File: src/rtl/program_loader_if.sv
// program_loader_if
//   Groups the byte-stream link and the instruction-memory write port of
//   the program loader.
//
//   Byte link handshake: a byte moves on a rising clk edge where
//   byte_valid=1 and byte_ready=1, exactly one byte per such edge.
//   The source must hold byte_data stable while byte_valid=1 and
//   byte_ready=0. byte_ready is registered and does not depend on
//   byte_valid.
//
//   Modports:
//     master - host/bench side: drives the byte link, observes the writes.
//     slave  - loader side: accepts bytes, drives the imem write port.
`timescale 1ns/1ps
interface program_loader_if #(
  parameter int ADDR_W = 64
);
  logic              byte_valid;
  logic [7:0]        byte_data;
  logic              byte_ready;
  logic              imem_we;
  logic [ADDR_W-1:0] imem_addr;
  logic [31:0]       imem_wdata;

  modport master (
    output byte_valid, byte_data,
    input  byte_ready, imem_we, imem_addr, imem_wdata
  );

  modport slave (
    input  byte_valid, byte_data,
    output byte_ready, imem_we, imem_addr, imem_wdata
  );
endinterface

File: src/rtl/program_loader.sv
// program_loader
//   Streams a program image in over a byte-wide valid/ready link and
//   writes it into instruction memory as 32-bit little-endian words,
//   holding the processor in reset until the load completes.
//
//   Image: 16-bit little-endian word count N, then N words LSB first.
//   N=0 finishes immediately; N>DEPTH_WORDS is rejected (sticky error).
//
//   Ports:
//     clk        - system clock, rising edge
//     reset      - asynchronous active-low reset
//     start      - one-cycle pulse, honoured in IDLE, DONE, ERR
//     bus        - byte link + imem write port (program_loader_if.slave)
//     cpu_reset  - active-high reset to the processor
//     done       - load completed (sticky until next start)
//     error      - length rejected (sticky until next start)
//     dbg_state  - current FSM state encoding, for observation only
`timescale 1ns/1ps
module program_loader #(
  parameter int DEPTH_WORDS = 16,
  parameter int ADDR_W      = 64
) (
  input  logic                   clk,
  input  logic                   reset,
  input  logic                   start,
  program_loader_if.slave        bus,
  output logic                   cpu_reset,
  output logic                   done,
  output logic                   error,
  output logic [2:0]             dbg_state
);

  typedef enum logic [2:0] {
    S_IDLE   = 3'd0,
    S_LEN_LO = 3'd1,
    S_LEN_HI = 3'd2,
    S_DATA   = 3'd3,
    S_WRITE  = 3'd4,
    S_DONE   = 3'd5,
    S_ERR    = 3'd6
  } state_t;

  state_t            state_q;
  logic              byte_ready_q;
  logic              imem_we_q;
  logic [ADDR_W-1:0] imem_addr_q;
  logic [31:0]       imem_wdata_q;
  logic              cpu_reset_q;
  logic              done_q;
  logic              error_q;
  logic [7:0]        len_lo_q;
  logic [15:0]       words_left_q;
  logic [1:0]        byte_idx_q;
  // Holds the first three bytes of a word; byte 0 ends up in the low lane.
  logic [23:0]       shreg_q;

  logic              xfer;
  logic [15:0]       n_hdr;

  assign xfer  = bus.byte_valid & byte_ready_q;
  // Full word count as it will be once the high byte lands this cycle.
  assign n_hdr = {bus.byte_data, len_lo_q};

  always_ff @(posedge clk or negedge reset) begin
    if (!reset) begin
      state_q      <= S_IDLE;
      byte_ready_q <= 1'b0;
      imem_we_q    <= 1'b0;
      imem_addr_q  <= '0;
      imem_wdata_q <= '0;
      cpu_reset_q  <= 1'b1;
      done_q       <= 1'b0;
      error_q      <= 1'b0;
      len_lo_q     <= '0;
      words_left_q <= '0;
      byte_idx_q   <= '0;
      shreg_q      <= '0;
    end else begin
      // The write strobe is only ever high for the single WRITE cycle.
      imem_we_q <= 1'b0;
      case (state_q)
        S_IDLE: begin
          if (start) begin
            state_q      <= S_LEN_LO;
            byte_ready_q <= 1'b1;
            imem_addr_q  <= '0;
          end
        end
        S_LEN_LO: begin
          if (xfer) begin
            len_lo_q <= bus.byte_data;
            state_q  <= S_LEN_HI;
          end
        end
        S_LEN_HI: begin
          if (xfer) begin
            if (n_hdr == 16'd0) begin
              state_q      <= S_DONE;
              byte_ready_q <= 1'b0;
              done_q       <= 1'b1;
              cpu_reset_q  <= 1'b0;
            end else if (n_hdr > 16'(DEPTH_WORDS)) begin
              state_q      <= S_ERR;
              byte_ready_q <= 1'b0;
              error_q      <= 1'b1;
            end else begin
              state_q      <= S_DATA;
              words_left_q <= n_hdr;
              byte_idx_q   <= '0;
              imem_addr_q  <= '0;
            end
          end
        end
        S_DATA: begin
          if (xfer) begin
            byte_idx_q <= byte_idx_q + 2'd1;
            if (byte_idx_q == 2'd3) begin
              // Fourth byte completes the word; drop ready so no byte
              // is taken during the write cycle.
              state_q      <= S_WRITE;
              byte_ready_q <= 1'b0;
              imem_we_q    <= 1'b1;
              imem_wdata_q <= {bus.byte_data, shreg_q};
            end else begin
              shreg_q <= {bus.byte_data, shreg_q[23:8]};
            end
          end
        end
        S_WRITE: begin
          imem_addr_q  <= imem_addr_q + ADDR_W'(4);
          words_left_q <= words_left_q - 16'd1;
          byte_idx_q   <= '0;
          if (words_left_q == 16'd1) begin
            state_q      <= S_DONE;
            byte_ready_q <= 1'b0;
            done_q       <= 1'b1;
            cpu_reset_q  <= 1'b0;
          end else begin
            state_q      <= S_DATA;
            byte_ready_q <= 1'b1;
          end
        end
        S_DONE, S_ERR: begin
          if (start) begin
            state_q      <= S_LEN_LO;
            byte_ready_q <= 1'b1;
            done_q       <= 1'b0;
            error_q      <= 1'b0;
            cpu_reset_q  <= 1'b1;
            imem_addr_q  <= '0;
          end
        end
        default: begin
          state_q      <= S_IDLE;
          byte_ready_q <= 1'b0;
        end
      endcase
    end
  end

  assign bus.byte_ready = byte_ready_q;
  assign bus.imem_we    = imem_we_q;
  assign bus.imem_addr  = imem_addr_q;
  assign bus.imem_wdata = imem_wdata_q;
  assign cpu_reset      = cpu_reset_q;
  assign done           = done_q;
  assign error          = error_q;
  assign dbg_state      = state_q;

endmodule
File: src/flat_wrapper.sv
// flat-port wrapper written by rule: the top's interface ports become plain ports
module program_loader_flat 
#(
  parameter int DEPTH_WORDS = 16,
  parameter int ADDR_W      = 64
)
  (clk, reset, start, cpu_reset, done, error, dbg_state, bus_byte_valid, bus_byte_data, bus_byte_ready, bus_imem_we, bus_imem_addr, bus_imem_wdata);
  program_loader_if #(.ADDR_W(ADDR_W)) bus_i ();
  input  logic clk;
  input  logic reset;
  input  logic start;
  output logic cpu_reset;
  output logic done;
  output logic error;
  output logic [2:0] dbg_state;
  input wire logic [$bits(bus_i.byte_valid)-1:0] bus_byte_valid;
  input wire logic [$bits(bus_i.byte_data)-1:0] bus_byte_data;
  output wire logic [$bits(bus_i.byte_ready)-1:0] bus_byte_ready;
  output wire logic [$bits(bus_i.imem_we)-1:0] bus_imem_we;
  output wire logic [$bits(bus_i.imem_addr)-1:0] bus_imem_addr;
  output wire logic [$bits(bus_i.imem_wdata)-1:0] bus_imem_wdata;
  assign bus_i.byte_valid = bus_byte_valid;
  assign bus_i.byte_data = bus_byte_data;
  assign bus_byte_ready = bus_i.byte_ready;
  assign bus_imem_we = bus_i.imem_we;
  assign bus_imem_addr = bus_i.imem_addr;
  assign bus_imem_wdata = bus_i.imem_wdata;
  program_loader #(.DEPTH_WORDS(DEPTH_WORDS), .ADDR_W(ADDR_W)) u_core (.clk(clk), .reset(reset), .start(start), .bus(bus_i), .cpu_reset(cpu_reset), .done(done), .error(error), .dbg_state(dbg_state));
endmodule
File: config.mk
export PLATFORM = sky130hd
export DESIGN_NAME = program_loader_flat
export DESIGN_NICKNAME = d
export VERILOG_FILES = /design/src/rtl/program_loader_if.sv /design/src/rtl/program_loader.sv /design/src/flat_wrapper.sv
export SDC_FILE = /design/constraint.sdc
export NUM_CORES = 1
export LEC_CHECK = 0
export ABC_AREA = 0
export CORE_UTILIZATION = 52
export CTS_CLUSTER_SIZE = 28
export DETAILED_ROUTE_END_ITERATION = 10
export PLACE_DENSITY = 0.77
export SLEW_MARGIN = 20
export SYNTH_ARGS = -nofsm -noshare
export SYNTH_HDL_FRONTEND = slang
export SYNTH_SLANG_ARGS = --single-unit
File: constraint.sdc
create_clock -name clk -period 3 [get_ports clk]
set_clock_uncertainty 0.15 [all_clocks]
set_input_delay 0.9 -clock clk [delete_from_list [all_inputs] [get_ports clk]]
set_output_delay 0.9 -clock clk [all_outputs]
set_load 0.1 [all_outputs]
==> results.toml, run 1 <==
[run_status]
run_status = "completed"

[grt]
grt_start_max_net_pins = 62
grt_pass1_vias = 6155
grt.total_usage = 0.259
antenna_found_initial = 0
overflow = 0
grt_pass1_wl_mm = 30.7

[placed_design]
numPlacedInstances = 1055
dp_slack_ns = -0.122
placed_area_sq_um = 8930
dpl.hpwl_mm = 12.9
port_buffers = 113
gp_congestion = 0.895

[finish]
nNetsFinal = 910
antenna_cells = 0
stdcell_area_sq_um = 9540
layout-drive-gt1-share = 0.294
finalNonFillerCells = 1086
syn_to_final_growth_pct = 24.7

[clocking]
cts_tree = "built"
h-tree-depth = 4
root_buffer = "clkbuf_16"
numCtsBuffers = 17
ctsHoldBuffers = 0
clk_pin_slew_ns = 0.06
clock_latency_ns = 0.43
cts_sinks = 152
post-cts-setup-buffers = 0
clockBufferDepth = 2
cts_resized = 0

[die]
fp.dieW_microns = 123
die_h_microns = 123
row_count = 43
core_sq_um = 14100
pin_count = 116
die_area_sq_um = 15200
start_util = 0.543

[logic_synthesis]
syn_area_sq_um = 7650
netlist.area_leader.share = 0.494
synth_top_area_cell = "dfrtp_1"
synth_cell_types = 65
post-synth-top-count-cell = "dfrtp_1"
async_flop_share = 1.00
netlist_instances = 767
ys_warn_count = 0
synthTopCellsByArea = "dfrtp_1 (49%), mux2_2 (9.6%), o21ai_0 (5.1%)"
avgSynthCellArea_sq_um = 9.98
synth-main-ff-cell = "dfrtp_1"
seq_area_frac_synth = 0.497
synthTopCellsByCount = "dfrtp_1 (151), o21ai_0 (78), mux2_2 (65), nand2_1 (65), nor2_1 (50)"
synth-seq-cells = 152
synth_edf_count = 0

[sta]
final_hold_viol_count = 0
worst_hold_slack_ns = 0.262
final.min_clock_period_ns = 2.71
slew_violations = 0
post-route-period-util = 0.905
setup_slack_ns = 0.285
rsz0062_at_grt = "no"
worst_slew_pin_slew_ns = 0.511
max-slew-margin-rel = 0.657
fmax_mhz = 368
setup_viol = 0

[drt]
drt-initial-drc-count = 490
antenna_left = 0
first_pass_iters = 5
routed_wl_mm = 18.9
drcViolationCount = 0
vias = 6739
viasPerCell = 6.21
wl_per_cell_microns = 17.4

[worst_setup_path]
critPathRequiredTime_ns = 3.15
path_class = "input pin to flip-flop"
crit_end = "u_core.bus.imem_addr[51]$_DFFE_PN0P_"
cp_max_fo = 35
r2r_slack_ns = 0.53
r2r_cells = 7
startpoint = "bus_byte_data[2]"
crit_arrival_ns = 2.87
endpoint_kind = "flip-flop"
reg2reg_to = "u_core.bus.imem_addr[59]$_DFFE_PN0P_"
timing.rr.start = "u_core.bus.imem_addr[8]$_DFFE_PN0P_"
worstSetupStartpointType = "input pin"

[pwr]
p_leak_nw = 4.27
power.total_mw = 4.41
ir_drop_v = 0.000417
p_per_area_nw_per_um2 = 462

[hold_path]
hp-class = "input pin to async pin"

[job]
cap_violations = 0
==> worst min-delay path by stage <==
stage	from	end	slack, ns
6_report	reset	u_core.bus.imem_addr[18]$_DFFE_PN0P_	0.26
5_1_grt	reset	u_core.bus.imem_addr[18]$_DFFE_PN0P_	0.29
4_1_cts	reset	u_core.bus.imem_addr[18]$_DFFE_PN0P_	0.27
3_5_place_dp	u_core.words_left_q[14]$_DFFE_PN0P_	u_core.words_left_q[14]$_DFFE_PN0P_	0.32
3_3_place_gp	u_core.words_left_q[12]$_DFFE_PN0P_	u_core.words_left_q[12]$_DFFE_PN0P_	0.30
2_1_floorplan	u_core.words_left_q[12]$_DFFE_PN0P_	u_core.words_left_q[12]$_DFFE_PN0P_	0.29
==> report_power, final <==
part / leakage, nW / total [mW] / internal [mW] / switching [mW]
sequential: 1.74 / 2.05 / 2.05 / 0.00304
combinational: 2.24 / 0.106 / 0.0312 / 0.0749
clock: 0.295 / 2.25 / 1.33 / 0.917
total: 4.27 / 4.41 / 3.41 / 0.995
==> through the flow <==
stage	util	setup TNS [ns]
floorplan	-	0
global placement	0.633	-1.67
finish	0.677	0
global route	0.677	0
CTS	0.677	0
detailed placement	0.633	-3.45
==> state kept, by name (all words and copies together), names as in the netlist <==
signal	flops
u_core.len_lo_q	8
u_core.bus.imem_we	1
u_core.done	1
u_core.bus.imem_wdata	32
u_core.dbg_state	3
u_core.shreg_q	24
u_core.bus.byte_ready	1
u_core.byte_idx_q	2
u_core.bus.imem_addr	62
u_core.words_left_q	16
u_core.cpu_reset	1
u_core.error	1
==> metal layers <==
metal | global-route usage | vias to the layer above | wire length (microns)
li1 | - | 3123 | -
met1 | 0.343 | 3331 | 8300
met2 | 0.426 | 263 | 9340
met3 | 0.0503 | 22 | 1100
met4 | 0.0904 | 0 | 206
met5 | 0 | - | 0
==> placed cells by master, fill, tap and decap left out, drive strengths merged, types with 13 or more instances in the layout <==
cell type,count
a21oi,44
a31oi,43
and2,13
buf,144
clkbuf,17
dfrtp,151
inv,21
mux2,65
nand2,66
nand3,22
nand4,35
nor2,50
nor3,16
o21ai,89
==> cell type report <==
cell class	instances	area (sq um)
fill	1071	4550
sequential	152	3810
multi-input combinational	555	3580
timing repair buffer	154	1260
clock buffer	17	425
tap	180	225
clock inverter	14	189
inverter	14	52.6
==> cell families after synthesis <==
group                      count (synthesis)  synth area share
other                                      1          0.000490
xor gates and xnor gates                   2           0.00229
DFF                                      152             0.497
adders and majority gates                  4           0.00654
muxes                                     66            0.0969
AOI/OAI and AO/OA                        223             0.175
buffers and inverters                     61            0.0379
and+or+nand+nor                          258             0.184
==> critical path, cell delays in order <==
cell and delay [ns]:
clkdlybuf4s50_1 0.44, nor4_1 0.34, buf_4 0.17, and3_1 0.19, and2_1 0.22, o21ai_4 0.10
buf_12 0.18, o21ai_0 0.19, o21ai_0 0.11
No activity file was read; power rests on OpenSTA's default activity.
==> run 2: changes to the inputs <==
==> constraint.sdc (replaced) <==
create_clock -name clk -period 3.2 [get_ports clk]
set_clock_uncertainty 0.15 [all_clocks]
set_input_delay 0.96 -clock clk [delete_from_list [all_inputs] [get_ports clk]]
set_output_delay 0.96 -clock clk [all_outputs]
set_load 0.1 [all_outputs]
==> results.toml, run 2 (synthesis results as in run 1) <==
[hold_path]
hp-class = "input pin to async pin"

[worst_setup_path]
cp_top_family = "simple AND/OR/NAND/NOR gates"
r2r_cells = 6
cp_max_fo = 28
crit_arrival_ns = 2.93
reg2reg_to = "u_core.bus.imem_addr[39]$_DFFE_PN0P_"
cp.buffers_inverters = 2
max_stage_delay_ns = 0.44
crit_chain = "clkdlybuf4s50_1 > nor4_1 > and3_1 > and2_1 > o21ai_4 > buf_12 > o21ai_0 > o21ai_0"
crit_top_cell = "o21ai_0"
r2r_slack_ns = 0.54
timing.rr.start = "u_core.bus.imem_addr[8]$_DFFE_PN0P_"
cpMaxStageDelayCell = "nor4_1"
critPathRequiredTime_ns = 3.35
path_class = "input pin to flip-flop"
endpoint_kind = "flip-flop"
worstSetupStartpointType = "input pin"

[die]
start_util = 0.543
row_count = 43
die_h_microns = 123
fp.dieW_microns = 123
die_area_sq_um = 15200
pin_count = 116
core_sq_um = 14100

[placed_design]
port_buffers = 113
gp_congestion = 0.861
dpl.hpwl_mm = 12.9
numPlacedInstances = 1044

[grt]
antenna_found_initial = 0
grt.total_usage = 0.261
grt_pass1_vias = 6290
grt_start_max_net_pins = 74
grt_pass1_wl_mm = 30.8
overflow = 0

[drt]
drt-initial-drc-count = 629
wl_per_cell_microns = 17.7
routed_wl_mm = 19.1
viasPerCell = 6.26
drcViolationCount = 0
vias = 6731
antenna_left = 0
first_pass_iters = 6

[sta]
worst_slew_pin_slew_ns = 0.745
final_hold_viol_count = 0
worst_hold_slack_ns = 0.300
slew_violations = 0
setup_viol = 0
rsz0062_at_grt = "no"
max-slew-margin-rel = 0.501
fmax_mhz = 360
final.min_clock_period_ns = 2.78
tns_ns = 0
post-route-period-util = 0.868

[clocking]
cts_resized = 0
post-cts-setup-buffers = 0
ctsHoldBuffers = 0
cts_tree = "built"
numCtsBuffers = 17
clockBufferDepth = 2
clock_latency_ns = 0.43
clk_pin_slew_ns = 0.06
root_buffer = "clkbuf_16"
cts_sinks = 152
h-tree-depth = 4

[finish]
final_common_cell = "dfrtp_1"
largest_reg_flops = 62
layout_common_cells = "dfrtp_1 (151), buf_4 (125), o21ai_0 (78), mux2_2 (65), nand2_1 (64)"
utilization = 0.669
syn_to_final_growth_pct = 23.2
layout-drive-gt1-share = 0.282
nNetsFinal = 899
antenna_cells = 0
finalNonFillerCells = 1076

[pwr]
ir_drop_v = 0.000384
p_per_area_nw_per_um2 = 423
p_leak_nw = 4.21

[job]
cap_violations = 0

[run_status]
run_status = "completed"
run 2: changes by cell type in the layout (fill, tap and decap cells not counted):
cell        before  now
bufinv_16        3    1
inv_8            2    1
clkbuf_8         0    1
clkinvlp_4       2    0
buf_12           6    7
clkinv_4         2    3
inv_6            5    7
dfrtp_1        149  151
clkbuf_1         0    1
buf_4          137  125
dfrtp_2          2    0
clkinv_2         0    1
run 2: where the power goes:
group	internal (mW)	total [mW]	switching, mW
Clock	1.11	1.97	0.851
Combinational	0.0297	0.100	0.0703
Sequential	1.92	1.93	0.00294
run 2: per-stage QoR:
| stage | setup slack, ns | power (mW) | instance area, sq um |
|---|---|---|---|
| 6_report | 0.421 | 3.99 | 9430 |
| 3_5_place_dp | -0.0144 | 2.06 | 8850 |
| 3_3_place_gp | 0.0231 | 2.06 | 8850 |
| 5_1_grt | 0.216 | 4.12 | 9430 |
| 2_1_floorplan | 0.107 | 1.99 | 7660 |
| 4_1_cts | 0.431 | 4.02 | 9430 |
run 2: area by class of cell:
cell class	instances	area, sq um
Clock buffer	19	443
Sequential cell	152	3800
Inverter	14	52.6
Multi-Input combinational cell	555	3580
Fill cell	1083	4660
Tap cell	180	225
Timing Repair Buffer	143	1190
Clock inverter	13	134
run 2: how the worst max path moves through the flow:
stage / start / end / slack, ns / cells past startpoint
floorplan: u_core.bus.imem_addr[12]$_DFFE_PN0P_ / u_core.bus.imem_addr[42]$_DFFE_PN0P_ / 0.11 / 8
finish: bus_byte_data[1] / u_core.bus.imem_addr[13]$_DFFE_PN0P_ / 0.42 / 8
global placement: bus_byte_data[1] / u_core.bus.imem_addr[37]$_DFFE_PN0P_ / 0.02 / 7
detailed placement: bus_byte_data[2] / u_core.bus.imem_addr[37]$_DFFE_PN0P_ / -0.01 / 7
global route: bus_byte_data[1] / u_core.bus.imem_addr[37]$_DFFE_PN0P_ / 0.22 / 7
CTS: bus_byte_data[1] / u_core.bus.imem_addr[37]$_DFFE_PN0P_ / 0.43 / 7
run 2: routing by layer:
metal,GRT usage,vias up,part of all wire
li1,-,3090,-
met1,0.352,3361,0.43
met2,0.418,252,0.50
met3,0.0517,28,0.058
met4,0.0926,0,0.014
met5,0,-,0
